[config.mk]
export PLATFORM = sky130hd
export DESIGN_NAME = dvp_pattern_tx_flat
export DESIGN_NICKNAME = d
export VERILOG_FILES = /design/src/rtl/dvp_pkg.sv /design/src/rtl/dvp_if.sv /design/src/rtl/dvp_pattern_gen.sv /design/src/rtl/dvp_pattern_tx.sv /design/src/flat_wrapper.sv
export SDC_FILE = /design/constraint.sdc
export NUM_CORES = 1
export LEC_CHECK = 0
export BUFFER_PORTS_ARGS = -buffer_cell sky130_fd_sc_hd__buf_2
export CORE_ASPECT_RATIO = 2
export CORE_UTILIZATION = 35
export CTS_CLUSTER_DIAMETER = 80
export DETAILED_ROUTE_END_ITERATION = 7
export PLACE_DENSITY = 0.56
export SYNTH_ARGS = -nofsm -noshare
export SYNTH_HDL_FRONTEND = slang
export SYNTH_SLANG_ARGS = --single-unit
[constraint.sdc]
create_clock -name clk -period 2.9 [get_ports clk]
set_input_delay 0.29 -clock clk [delete_from_list [all_inputs] [get_ports clk]]
set_output_delay 0.29 -clock clk [all_outputs]
set_load 0.05 [all_outputs]
[src/rtl/dvp_pkg.sv]
// -----------------------------------------------------------------------------
// dvp_pkg
// Shared definitions for the DVP test-pattern transmitter:
//   - pattern_sel encodings (PAT_BARS, PAT_GRAD, PAT_CHECK, PAT_SOLID)
//   - the eight RGB565 colour-bar constants and a bar-index lookup
//   - default frame geometry, matching the ov5640_dri capture path
// -----------------------------------------------------------------------------
package dvp_pkg;

    typedef enum logic [1:0] {
        PAT_BARS  = 2'd0,
        PAT_GRAD  = 2'd1,
        PAT_CHECK = 2'd2,
        PAT_SOLID = 2'd3
    } pattern_e;

    localparam logic [15:0] COL_WHITE   = 16'hFFFF;
    localparam logic [15:0] COL_YELLOW  = 16'hFFE0;
    localparam logic [15:0] COL_CYAN    = 16'h07FF;
    localparam logic [15:0] COL_GREEN   = 16'h07E0;
    localparam logic [15:0] COL_MAGENTA = 16'hF81F;
    localparam logic [15:0] COL_RED     = 16'hF800;
    localparam logic [15:0] COL_BLUE    = 16'h001F;
    localparam logic [15:0] COL_BLACK   = 16'h0000;

    localparam int DEF_H_ACTIVE    = 1024;
    localparam int DEF_V_ACTIVE    = 768;
    localparam int DEF_H_BLANK     = 1216;
    localparam int DEF_V_BLANK     = 504;
    localparam int DEF_VSYNC_LINES = 4;

    function automatic logic [15:0] bar_color(input logic [2:0] idx);
        case (idx)
            3'd0:    return COL_WHITE;
            3'd1:    return COL_YELLOW;
            3'd2:    return COL_CYAN;
            3'd3:    return COL_GREEN;
            3'd4:    return COL_MAGENTA;
            3'd5:    return COL_RED;
            3'd6:    return COL_BLUE;
            default: return COL_BLACK;
        endcase
    endfunction

endpackage

[src/rtl/dvp_if.sv]
// -----------------------------------------------------------------------------
// dvp_if
// Camera-side DVP bus as produced by an OV5640-style sensor.
//   cam_vsync : frame sync, active high
//   cam_href  : line valid
//   cam_data  : 8-bit pixel byte (RGB565, high byte first)
// Modports: master (the transmitter), slave (the capture side).
// -----------------------------------------------------------------------------
interface dvp_if;
    logic       cam_vsync;
    logic       cam_href;
    logic [7:0] cam_data;

    modport master (output cam_vsync, output cam_href, output cam_data);
    modport slave  (input  cam_vsync, input  cam_href, input  cam_data);
endinterface

[src/rtl/dvp_pattern_gen.sv]
// -----------------------------------------------------------------------------
// dvp_pattern_gen
// Combinational RGB565 test-pattern pixel function.
// Ports:
//   x, y        in  16  pixel coordinates inside the active window
//   pattern     in  2   selected pattern (dvp_pkg::pattern_e)
//   solid_color in  16  colour for PAT_SOLID
//   pix         out 16  RGB565 pixel
// -----------------------------------------------------------------------------
module dvp_pattern_gen
    import dvp_pkg::*;
#(
    parameter int H_ACTIVE = DEF_H_ACTIVE
) (
    input  logic [15:0] x,
    input  logic [15:0] y,
    input  pattern_e    pattern,
    input  logic [15:0] solid_color,
    output logic [15:0] pix
);

    // Eight equal-width bars across the active line.
    logic [31:0] bar_idx;
    assign bar_idx = (32'(x) << 3) / 32'(H_ACTIVE);

    // Only y[4] and the low bar-index bits matter.
    logic unused_bits;
    assign unused_bits = ^{y[15:5], y[3:0], bar_idx[31:3]};

    always_comb begin
        pix = 16'h0000;
        case (pattern)
            PAT_BARS:  pix = bar_color(bar_idx[2:0]);
            PAT_GRAD:  pix = {x[4:0], x[5:0], x[4:0]};
            PAT_CHECK: pix = (x[4] ^ y[4]) ? 16'hFFFF : 16'h0000;
            PAT_SOLID: pix = solid_color;
            default:   pix = 16'h0000;
        endcase
    end

endmodule

[src/rtl/dvp_pattern_tx.sv]
// -----------------------------------------------------------------------------
// dvp_pattern_tx
// OV5640-style DVP transmitter that streams RGB565 test patterns, used in
// place of the sensor to drive the ov5640_dri capture path.
// Ports:
//   clk          in   1   pixel clock (cam_pclk equivalent)
//   rst          in   1   asynchronous, active-high reset
//   en           in   1   run request; a started frame always completes
//   pattern_sel  in   2   0 bars, 1 gradient, 2 checkerboard, 3 solid
//   solid_color  in  16   RGB565 colour for the solid pattern
//   cam          dvp_if.master  cam_vsync / cam_href / cam_data
//   frame_done   out  1   pulse on the cycle after the last active byte
//   frame_cnt    out 16   completed-frame counter (wraps)
//   busy         out  1   high while a frame is in progress
// Optional feature: define DVP_FRAME_STAMP_EN to replace pixel (0,0) of each
// frame with the current frame_cnt value.
// -----------------------------------------------------------------------------
module dvp_pattern_tx
    import dvp_pkg::*;
#(
    parameter int H_ACTIVE    = DEF_H_ACTIVE,
    parameter int V_ACTIVE    = DEF_V_ACTIVE,
    parameter int H_BLANK     = DEF_H_BLANK,
    parameter int V_BLANK     = DEF_V_BLANK,
    parameter int VSYNC_LINES = DEF_VSYNC_LINES
) (
    input  logic         clk,
    input  logic         rst,
    input  logic         en,
    input  logic [1:0]   pattern_sel,
    input  logic [15:0]  solid_color,
    dvp_if.master        cam,
    output logic         frame_done,
    output logic [15:0]  frame_cnt,
    output logic         busy
);

    localparam int L  = 2 * H_ACTIVE + H_BLANK;
    localparam int F  = V_BLANK + V_ACTIVE;
    localparam int HW = $clog2(L);
    localparam int VW = $clog2(F);

    localparam logic [HW-1:0] H_LAST   = HW'(L - 1);
    localparam logic [HW-1:0] H_ACT2   = HW'(2 * H_ACTIVE);
    localparam logic [VW-1:0] V_LAST   = VW'(F - 1);
    localparam logic [VW-1:0] VBLANK_V = VW'(V_BLANK);
    localparam logic [VW-1:0] VSYNC_V  = VW'(VSYNC_LINES);

    localparam logic [0:0] S_IDLE = 1'b0;
    localparam logic [0:0] S_RUN  = 1'b1;

    logic [0:0]    state;
    logic [HW-1:0] h_cnt;
    logic [VW-1:0] v_cnt;
    pattern_e      pat_q;
    logic [15:0]   solid_q;

    logic run, h_last, frame_end, frame_start;
    assign run         = (state == S_RUN);
    assign h_last      = (h_cnt == H_LAST);
    assign frame_end   = run && h_last && (v_cnt == V_LAST);
    assign frame_start = en && (!run || frame_end);
    assign busy        = run;

    // ---- stage 0: frame FSM and raster counters ----
    always_ff @(posedge clk or posedge rst) begin
        if (rst) begin
            state <= S_IDLE;
            h_cnt <= '0;
            v_cnt <= '0;
        end else if (!run) begin
            h_cnt <= '0;
            v_cnt <= '0;
            if (en) state <= S_RUN;
        end else if (h_last) begin
            h_cnt <= '0;
            if (v_cnt == V_LAST) begin
                v_cnt <= '0;
                state <= en ? S_RUN : S_IDLE;
            end else begin
                v_cnt <= v_cnt + 1'b1;
            end
        end else begin
            h_cnt <= h_cnt + 1'b1;
        end
    end

    // Pattern selection is frozen for a whole frame.
    always_ff @(posedge clk) begin
        if (frame_start) begin
            pat_q   <= pattern_e'(pattern_sel);
            solid_q <= solid_color;
        end
    end

    logic vsync_int, href_int, last_byte_int;
    assign vsync_int     = run && (v_cnt < VSYNC_V);
    assign href_int      = run && (v_cnt >= VBLANK_V) && (h_cnt < H_ACT2);
    assign last_byte_int = run && (v_cnt == V_LAST) && (h_cnt == H_ACT2 - 1'b1);

    logic [15:0] x, y, pix, pix_sel;
    assign x = 16'(h_cnt[HW-1:1]);
    assign y = 16'(v_cnt - VBLANK_V);

    dvp_pattern_gen #(.H_ACTIVE(H_ACTIVE)) u_gen (
        .x           (x),
        .y           (y),
        .pattern     (pat_q),
        .solid_color (solid_q),
        .pix         (pix)
    );

`ifdef DVP_FRAME_STAMP_EN
    // Pixel (0,0) carries the number of frames completed so far.
    assign pix_sel = ((v_cnt == VBLANK_V) && (h_cnt < HW'(2))) ? frame_cnt : pix;
`else
    assign pix_sel = pix;
`endif

    // ---- stage 1: registered sync/data, one cycle behind the counters ----
    logic       vsync_p1, href_p1, last_p1;
    logic [7:0] data_p1;

    always_ff @(posedge clk or posedge rst) begin
        if (rst) begin
            vsync_p1 <= 1'b0;
            href_p1  <= 1'b0;
            data_p1  <= 8'h00;
            last_p1  <= 1'b0;
        end else begin
            vsync_p1 <= vsync_int;
            href_p1  <= href_int;
            data_p1  <= href_int ? (h_cnt[0] ? pix_sel[7:0] : pix_sel[15:8]) : 8'h00;
            last_p1  <= last_byte_int;
        end
    end

    // ---- stage 2: end-of-frame pulse and frame counter ----
    always_ff @(posedge clk or posedge rst) begin
        if (rst) begin
            frame_done <= 1'b0;
            frame_cnt  <= 16'h0000;
        end else begin
            frame_done <= last_p1;
            if (last_p1) frame_cnt <= frame_cnt + 16'h0001;
        end
    end

    assign cam.cam_vsync = vsync_p1;
    assign cam.cam_href  = href_p1;
    assign cam.cam_data  = data_p1;

endmodule

[src/flat_wrapper.sv]
// flat-port wrapper written by rule: the top's interface ports become plain ports
module dvp_pattern_tx_flat import dvp_pkg::*;
#(
    parameter int H_ACTIVE    = DEF_H_ACTIVE,
    parameter int V_ACTIVE    = DEF_V_ACTIVE,
    parameter int H_BLANK     = DEF_H_BLANK,
    parameter int V_BLANK     = DEF_V_BLANK,
    parameter int VSYNC_LINES = DEF_VSYNC_LINES
)
  (clk, rst, en, pattern_sel, solid_color, frame_done, frame_cnt, busy, cam_cam_vsync, cam_cam_href, cam_cam_data);
  dvp_if cam_i ();
  input  logic clk;
  input  logic rst;
  input  logic en;
  input  logic [1:0] pattern_sel;
  input  logic [15:0] solid_color;
  output logic frame_done;
  output logic [15:0] frame_cnt;
  output logic busy;
  output wire logic [$bits(cam_i.cam_vsync)-1:0] cam_cam_vsync;
  output wire logic [$bits(cam_i.cam_href)-1:0] cam_cam_href;
  output wire logic [$bits(cam_i.cam_data)-1:0] cam_cam_data;
  assign cam_cam_vsync = cam_i.cam_vsync;
  assign cam_cam_href = cam_i.cam_href;
  assign cam_cam_data = cam_i.cam_data;
  dvp_pattern_tx #(.H_ACTIVE(H_ACTIVE), .V_ACTIVE(V_ACTIVE), .H_BLANK(H_BLANK), .V_BLANK(V_BLANK), .VSYNC_LINES(VSYNC_LINES)) u_core (.clk(clk), .rst(rst), .en(en), .pattern_sel(pattern_sel), .solid_color(solid_color), .cam(cam_i), .frame_done(frame_done), .frame_cnt(frame_cnt), .busy(busy));
endmodule
; Yosys cells after proc, flatten, opt, wreduce, memory -nomap -nowiden
; Index checks and enable logic that the tools add are counted.
[word_totals]
reg_bits = 70
wordCells = 58
input_bits = 21
output_inout_bits = 28
[classes]
bitwise_logic = 1
addsub = 4
n_lt_le_gt_ge = 3
n_eq_ne = 13
n_reduce_logical = 12
muxes = 14
[op_table]
columns = operator, n
row1 = 16-bit case mux with 7 select lines, 1
row2 = 16-bit case mux with 4 select lines, 1
row3 = 11-bit 2-to-1 mux, 3
row4 = 12-bit 2-to-1 mux, 2
row5 = 16-bit by 1-bit adder with 16-bit output (second input constant), 1
row6 = 16-bit 2-to-1 mux, 1
row7 = 8-bit 2-to-1 mux, 2
row8 = 12-bit by 1-bit adder with 12-bit output (second input constant), 1
row9 = 12-bit by 11-bit equality test with 1-bit output (second input constant), 1
row10 = 12-bit equality test (second input constant), 1
row11 = 12-bit less-than comparator (second input constant), 1
row12 = 11-bit by 1-bit adder with 11-bit output (second input constant), 1
row13 = 11-bit equality test (second input constant), 1
row14 = 11-bit by 9-bit >= comparator with 1-bit output (second input constant), 1
row15 = 11-bit by 3-bit less-than comparator with 1-bit output (second input constant), 1
row16 = 3-bit equality test (second input constant), 3
row17 = 1-bit logical AND, 8
row18 = 3-bit by 2-bit equality test with 1-bit output (second input constant), 2
row19 = 5-bit subtractor (second input constant), 1
row20 = 2-bit equality test (second input constant), 2
row21 = 1-bit 2-to-1 mux, 4
row22 = 3-bit by 1-bit equality test with 1-bit output (second input constant), 1
row23 = 3-bit zero test, 1
row24 = 2-bit by 1-bit equality test with 1-bit output (second input constant), 1
row25 = other kinds (5), 5

; Longest topological paths before layout
[logic_depth]
word_depth = 6
ltp_mapped = 7
depth_no_buf = 6

; By module
; A second synthesis with hierarchy kept.
[hier_totals]
cells_unflattened = 299
hier_area_um2 = 3558.4
[by_module_without_submodules]
columns = mod, area_per_inst_um2, seq_area_each_um2, instances, cells_each
row1 = dvp_pattern_tx, 3111.7, 1841.8, 1, 274
row2 = dvp_pattern_gen, 446.7, 0.0, 1, 25

; Worst setup path after synthesis
; OpenSTA, ideal clock, no wires.
[synth_timing]
path_kind = register -> register
startpoint = register u_core.v_cnt[3]
endpoint = register u_core.pat_q[0], enable pin
synth_period_minus_slack_ns = 2.614
setup_slack_ns = 0.286
setup_ns = 0.376
path_buffers = 1
required_ns = 2.524
arrival_time_ns = 2.238
stages_incl_launch_ff = 6
cell_sequence = dfrtp_1 or4b_2 or3_1 clkbuf_1 o21ai_0 and2_1
[synth_between]
elab_chain_cells = 4
[synth_rtl]
columns = item, line
row1 = from (decl), dvp_pattern_tx.sv:54  ; logic [VW-1:0] v_cnt;
row2 = from (signal assigned), dvp_pattern_tx.sv:81  ; v_cnt <= v_cnt + 1'b1;
row3 = 11-bit equality test, dvp_pattern_tx.sv:61  ; assign frame_end = run && h_last && (v_cnt == V_LAST);
row4 = 1-bit logical AND, dvp_pattern_tx.sv:61
row5 = 1-bit logical OR, dvp_pattern_tx.sv:62  ; assign frame_start = en && (!run || frame_end);
row6 = 1-bit logical AND, dvp_pattern_tx.sv:62
row7 = named net u_core.frame_start, dvp_pattern_tx.sv:58  ; logic run, h_last, frame_end, frame_start;
row8 = to (signal assigned), dvp_pattern_tx.sv:91  ; pat_q <= pattern_e'(pattern_sel);
row9 = to (decl), dvp_pattern_tx.sv:55  ; pattern_e pat_q;
; The timed path passes the listed nets, and every way through them passes these cells.
; A chain may end at the register's enable or synchronous reset.

; Final worst setup path
[layout_timing]
startpoint = register u_core.v_cnt[3]
endpoint = register u_core.solid_q[7], enable pin
[layout_between]
elab_chain_cells = 4
[layout_rtl]
columns = item, line
row1 = 11-bit equality test, dvp_pattern_tx.sv:61
row2 = 1-bit logical AND, dvp_pattern_tx.sv:61
row3 = 1-bit logical OR, dvp_pattern_tx.sv:62
row4 = 1-bit logical AND, dvp_pattern_tx.sv:62
row5 = named net u_core.frame_start, dvp_pattern_tx.sv:58
row6 = to (signal assigned), dvp_pattern_tx.sv:92  ; solid_q <= solid_color;
row7 = to (decl), dvp_pattern_tx.sv:56  ; logic [15:0] solid_q;
; The timed path passes the listed nets, and every way through them passes these cells.

==> PnR_summary.wiki <==
{| class="wikitable"
! Metric !! Value
|-
| Seq. cell area || 0.00184 mm^2
|-
| Area share of fa/ha/maj cells after synthesis || 0.0225
|-
| Antenna Violating Nets Remaining || 0
|-
| # Max-Cap Violations || 0
|-
| Die boundary width || approximately 70 um
|-
| Setup repair after global routing missed its margin || false
|-
| Maximum root-to-sink buffer count || 2
|-
| Count of flip-flops with a built-in enable after synthesis || 18
|-
| Crit path largest cell delay || approximately 0.67 ns
|-
| Layout Nets || 405
|-
| Final wirelength || roughly 7.7 mm
|-
| Total Power || around 2.1 mW
|-
| Clk Latency, worst-skew pair || ~0.33 ns
|-
| H-tree depth reported by CTS || 3
|-
| Number of buffers and inverters on the critical path || 1
|-
| Overflow left after global routing || 0
|-
| Post-synthesis async set-or-reset flop share || 0.743
|-
| Area of the mapped netlist || 0.00333 mm^2
|-
| Cell types with the largest area share after synthesis || sky130_fd_sc_hd__dfrtp_1, sky130_fd_sc_hd__edfxtp_1, sky130_fd_sc_hd__xnor2_1
|-
| CTS tree || yes
|-
| Pin count of the biggest net entering global routing || 31
|-
| Category of the worst setup path launch point || flip-flop
|-
| Placement Rows || 50
|-
| Area fraction in and, or, nand and nor cells after synthesis || 0.216
|-
| Boundary Pins || 49
|-
| Area of the placeable core || just over 0.009 mm^2
|-
| Number of unique standard cell types used by synthesis || 44
|-
| Post-detailed-route via-to-cell ratio || between 5 and 6
|-
| Maximum clock rate || slightly below 400 MHz
|-
| Slew at the pin closest to its max-slew limit || around 0.75 ns
|-
| Die area || approximately 0.0099 mm^2
|-
| Minimum clock period after layout || approximately 2.6 ns
|-
| Static power due to leakage || 1.75 nW
|-
| Fill cells || roughly 910
|-
| Compound-cell area share of the yosys netlist || 0.101
|-
| Data required time of the critical path || around 2.9 ns
|-
| Final worst hold slack || around 0.14 ns
|-
| Clock power frac || 0.501
|-
| Global routing usage summed across all routing layers || 0.170
|-
| Post-synthesis share of cell area spent on xor and xnor gates || 0.0683
|-
| Final Max Tran Viols || 0
|-
| Clock Sinks || 70
|-
| Detailed-route DRC error count || 0
|-
| Top-area cell type share of the netlist area || 0.390
|-
| Final GP Congestion || just over 0.9
|-
| Max transition margin || 0.500
|-
| Layout cells sized above 1 || 0.191
|-
| Endpoints failing hold || 0
|-
| Count of TritonRoute iterations in the first routing pass || 6
|-
| Sw Ratio || 0.196
|-
| Count of non-filler cells in the finished layout || around 490
|-
| Yosys synthesis warning count || 0
|-
| Most common cell in the synthesized netlist || sky130_fd_sc_hd__dfrtp_1
|-
| Slowest cell on the critical path || sky130_fd_sc_hd__or4b_2
|-
| Setup Fix Bufs, Post-CTS || 0
|-
| Synthesis-stage register bit count || 70
|-
| Number of DRC markers in iteration 0 || around 120
|-
| Number of setup violations in the final report || 0
|-
| Worst-path maximum fanout || 18
|-
| Routed wirelength normalized by instance count || between 15 and 20 um
|-
| Final worst path period share || 0.890
|-
| Highest ir drop seen on vdd || 0.384 mV
|-
| Antenna cells || 0
|-
| Initial antenna violation count || 0
|-
| Total instance count after detailed placement || 470
|-
| Post-Syn Nets || roughly 350
|-
| Via count of the first global-routing pass || approximately 2600
|-
| WP data arrival || 2.62 ns
|-
| Multiplexer fraction of the synthesized cell area || 0.00938
|-
| Portion of the post-synthesis area used by sequential elements || 0.552
|-
| Initial core utilization || 0.358
|-
| CTS clock-pin slew for the worst setup and hold paths || ~0.060 ns
|-
| Half-perimeter wire length after detailed placement || slightly below 6 mm
|-
| Internal portion of total power || around 1.7 mW
|-
| Logic pwr share || 0.014
|-
| Number of instances in the synthesized netlist || around 330
|-
| CP Capture Type || flip-flop
|-
| Net switching power || approximately 0.41 mW
|-
| Final core utilization || 0.431
|-
| Cell accounting for the most synthesized area || sky130_fd_sc_hd__dfrtp_1
|-
| Average cell area after synthesis || roughly 10 um^2
|-
| Type of the worst setup path || reg2reg
|-
| Worst hold-check path type || in2reg
|-
| Most instantiated cells after synthesis || sky130_fd_sc_hd__dfrtp_1, sky130_fd_sc_hd__nand2_1, sky130_fd_sc_hd__xnor2_1, sky130_fd_sc_hd__nor2_1, sky130_fd_sc_hd__nand3_1
|-
| Dominant combinational cell family by area after synthesis || simple AND/OR/NAND/NOR gates
|-
| Library cell used as clock root buffer || sky130_fd_sc_hd__clkbuf_16
|-
| Fin Setup TNS || 0 ns
|-
| Run status || finished clean
|-
| First-pass GRT wire length || between 10 and 15 mm
|-
| Vias post-DR || about 2600
|-
| Power per cell area || just over 500 mW/mm^2
|-
| Part of the power in registers || 0.485
|-
| Area growth, synth to finish || 20.5%
|-
| Family with the most delay on the worst path || simple AND/OR/NAND/NOR gates
|-
| Critical path, cell by cell || or4b_2 -> or3_1 -> o21ai_0 -> and2_1 -> buf_12
|-
| Most used flip-flop cell after synthesis || sky130_fd_sc_hd__dfrtp_1
|-
| Final Skew || about 0.0061 ns
|-
| Cts bufs inserted || 9
|-
| Die height || around 140 um
|-
| Count of port buffers added during placement || between 40 and 50
|-
| Total area of multi-input combinational cells || about 0.0014 mm^2
|}
==> layer usage <==
| layer | track usage | share of wire |
|---|---|---|
| met1 | 0.158 | 0.36 |
| met2 | 0.313 | 0.55 |
| met3 | 0.0374 | 0.029 |
| met4 | 0.124 | 0.057 |
| met5 | 0 | 0 |
==> power by group through the flow <==
stage | logic, mW | clock network (mW) | registers (mW)
2_1_floorplan | 0.0108 | 0 | 1.03
3_3_place_gp | 0.0301 | 0 | 1.03
3_5_place_dp | 0.0310 | 0 | 1.03
4_1_cts | 0.0322 | 1.08 | 1.01
5_1_grt | 0.0347 | 1.12 | 1.01
6_report | 0.0302 | 1.05 | 1.01
==> layout by cell type, fill, tap and decap left out, drive strengths merged, types with 5 or more instances in the layout <==
| cell | synthesis | layout |
|---|---|---|
| xnor2 | 22 | 22 |
| nor2 | 21 | 21 |
| nand3 | 20 | 20 |
| a31oi | 7 | 7 |
| and2 | 5 | 5 |
| a21oi | 19 | 19 |
| ha | 6 | 6 |
| clkbuf | 13 | 14 |
| nor4 | 6 | 6 |
| nand4 | 10 | 10 |
| inv | 12 | 12 |
| nand2b | 7 | 7 |
| dfrtp | 52 | 52 |
| o21ai | 8 | 8 |
| edfxtp | 18 | 18 |
| or3 | 7 | 7 |
| buf | 2 | 56 |
| nand2 | 37 | 37 |
==> what timing repair did <==
action	CTS	global route
hold endpoints to repair	20	0
hold buffers	1	0
resized for setup	0	0
==> flip-flops by register name, summed over array words and instances, names as in the netlist <==
| name | cells |
|---|---|
| u_core.frame_done | 1 |
| u_core.solid_q | 16 |
| u_core.last_p1 | 1 |
| u_core.pat_q | 2 |
| u_core.frame_cnt | 16 |
| u_core.busy | 1 |
| u_core.cam.cam_href | 1 |
| u_core.cam.cam_vsync | 1 |
| u_core.h_cnt | 12 |
| u_core.v_cnt | 11 |
| u_core.cam.cam_data | 8 |
==> final timing paths <==
check	start	to	slack, ns	cells past startpoint
setup / recovery	u_core.v_cnt[3]	u_core.solid_q[7]	0.32	5
hold / removal	solid_color[13]	u_core.solid_q[13]	0.14	1
setup reg to reg	u_core.v_cnt[3]	u_core.solid_q[7]	0.32	5
hold reg to reg	u_core.frame_cnt[15]	u_core.frame_cnt[15]	0.46	1
max in group asynchronous	rst	u_core.h_cnt[8]	1.73	4
min in group asynchronous	rst	u_core.frame_cnt[1]	0.52	3
==> logic make-up after synthesis <==
kind of cell / Yosys count
AOI/OAI and AO/OA: 54
buffers and inverters: 27
DFF: 70
adders and majority gates: 6
and+or+nand+nor: 139
xor gates and xnor gates: 26
muxes: 3
==> metrics by stage <==
stage | area, um^2 | worst slack, ns
after floorplan | 3330 | 0.286
final | 4020 | 0.318
after CTS | 4020 | 0.323
after global placement | 3720 | 0.342
after global routing | 4020 | 0.228
after detailed placement | 3720 | 0.334
==> final cells by class <==
type                    instances  area share
inverters                      12      0.0112
well taps                     104      0.0324
multi-input cells             228       0.346
repair buffers                 57      0.0803
flip-flops and latches         70       0.458
clock inverters                 2     0.00342
clock buffers                  14      0.0685
No activity file was read; power rests on OpenSTA's default activity.
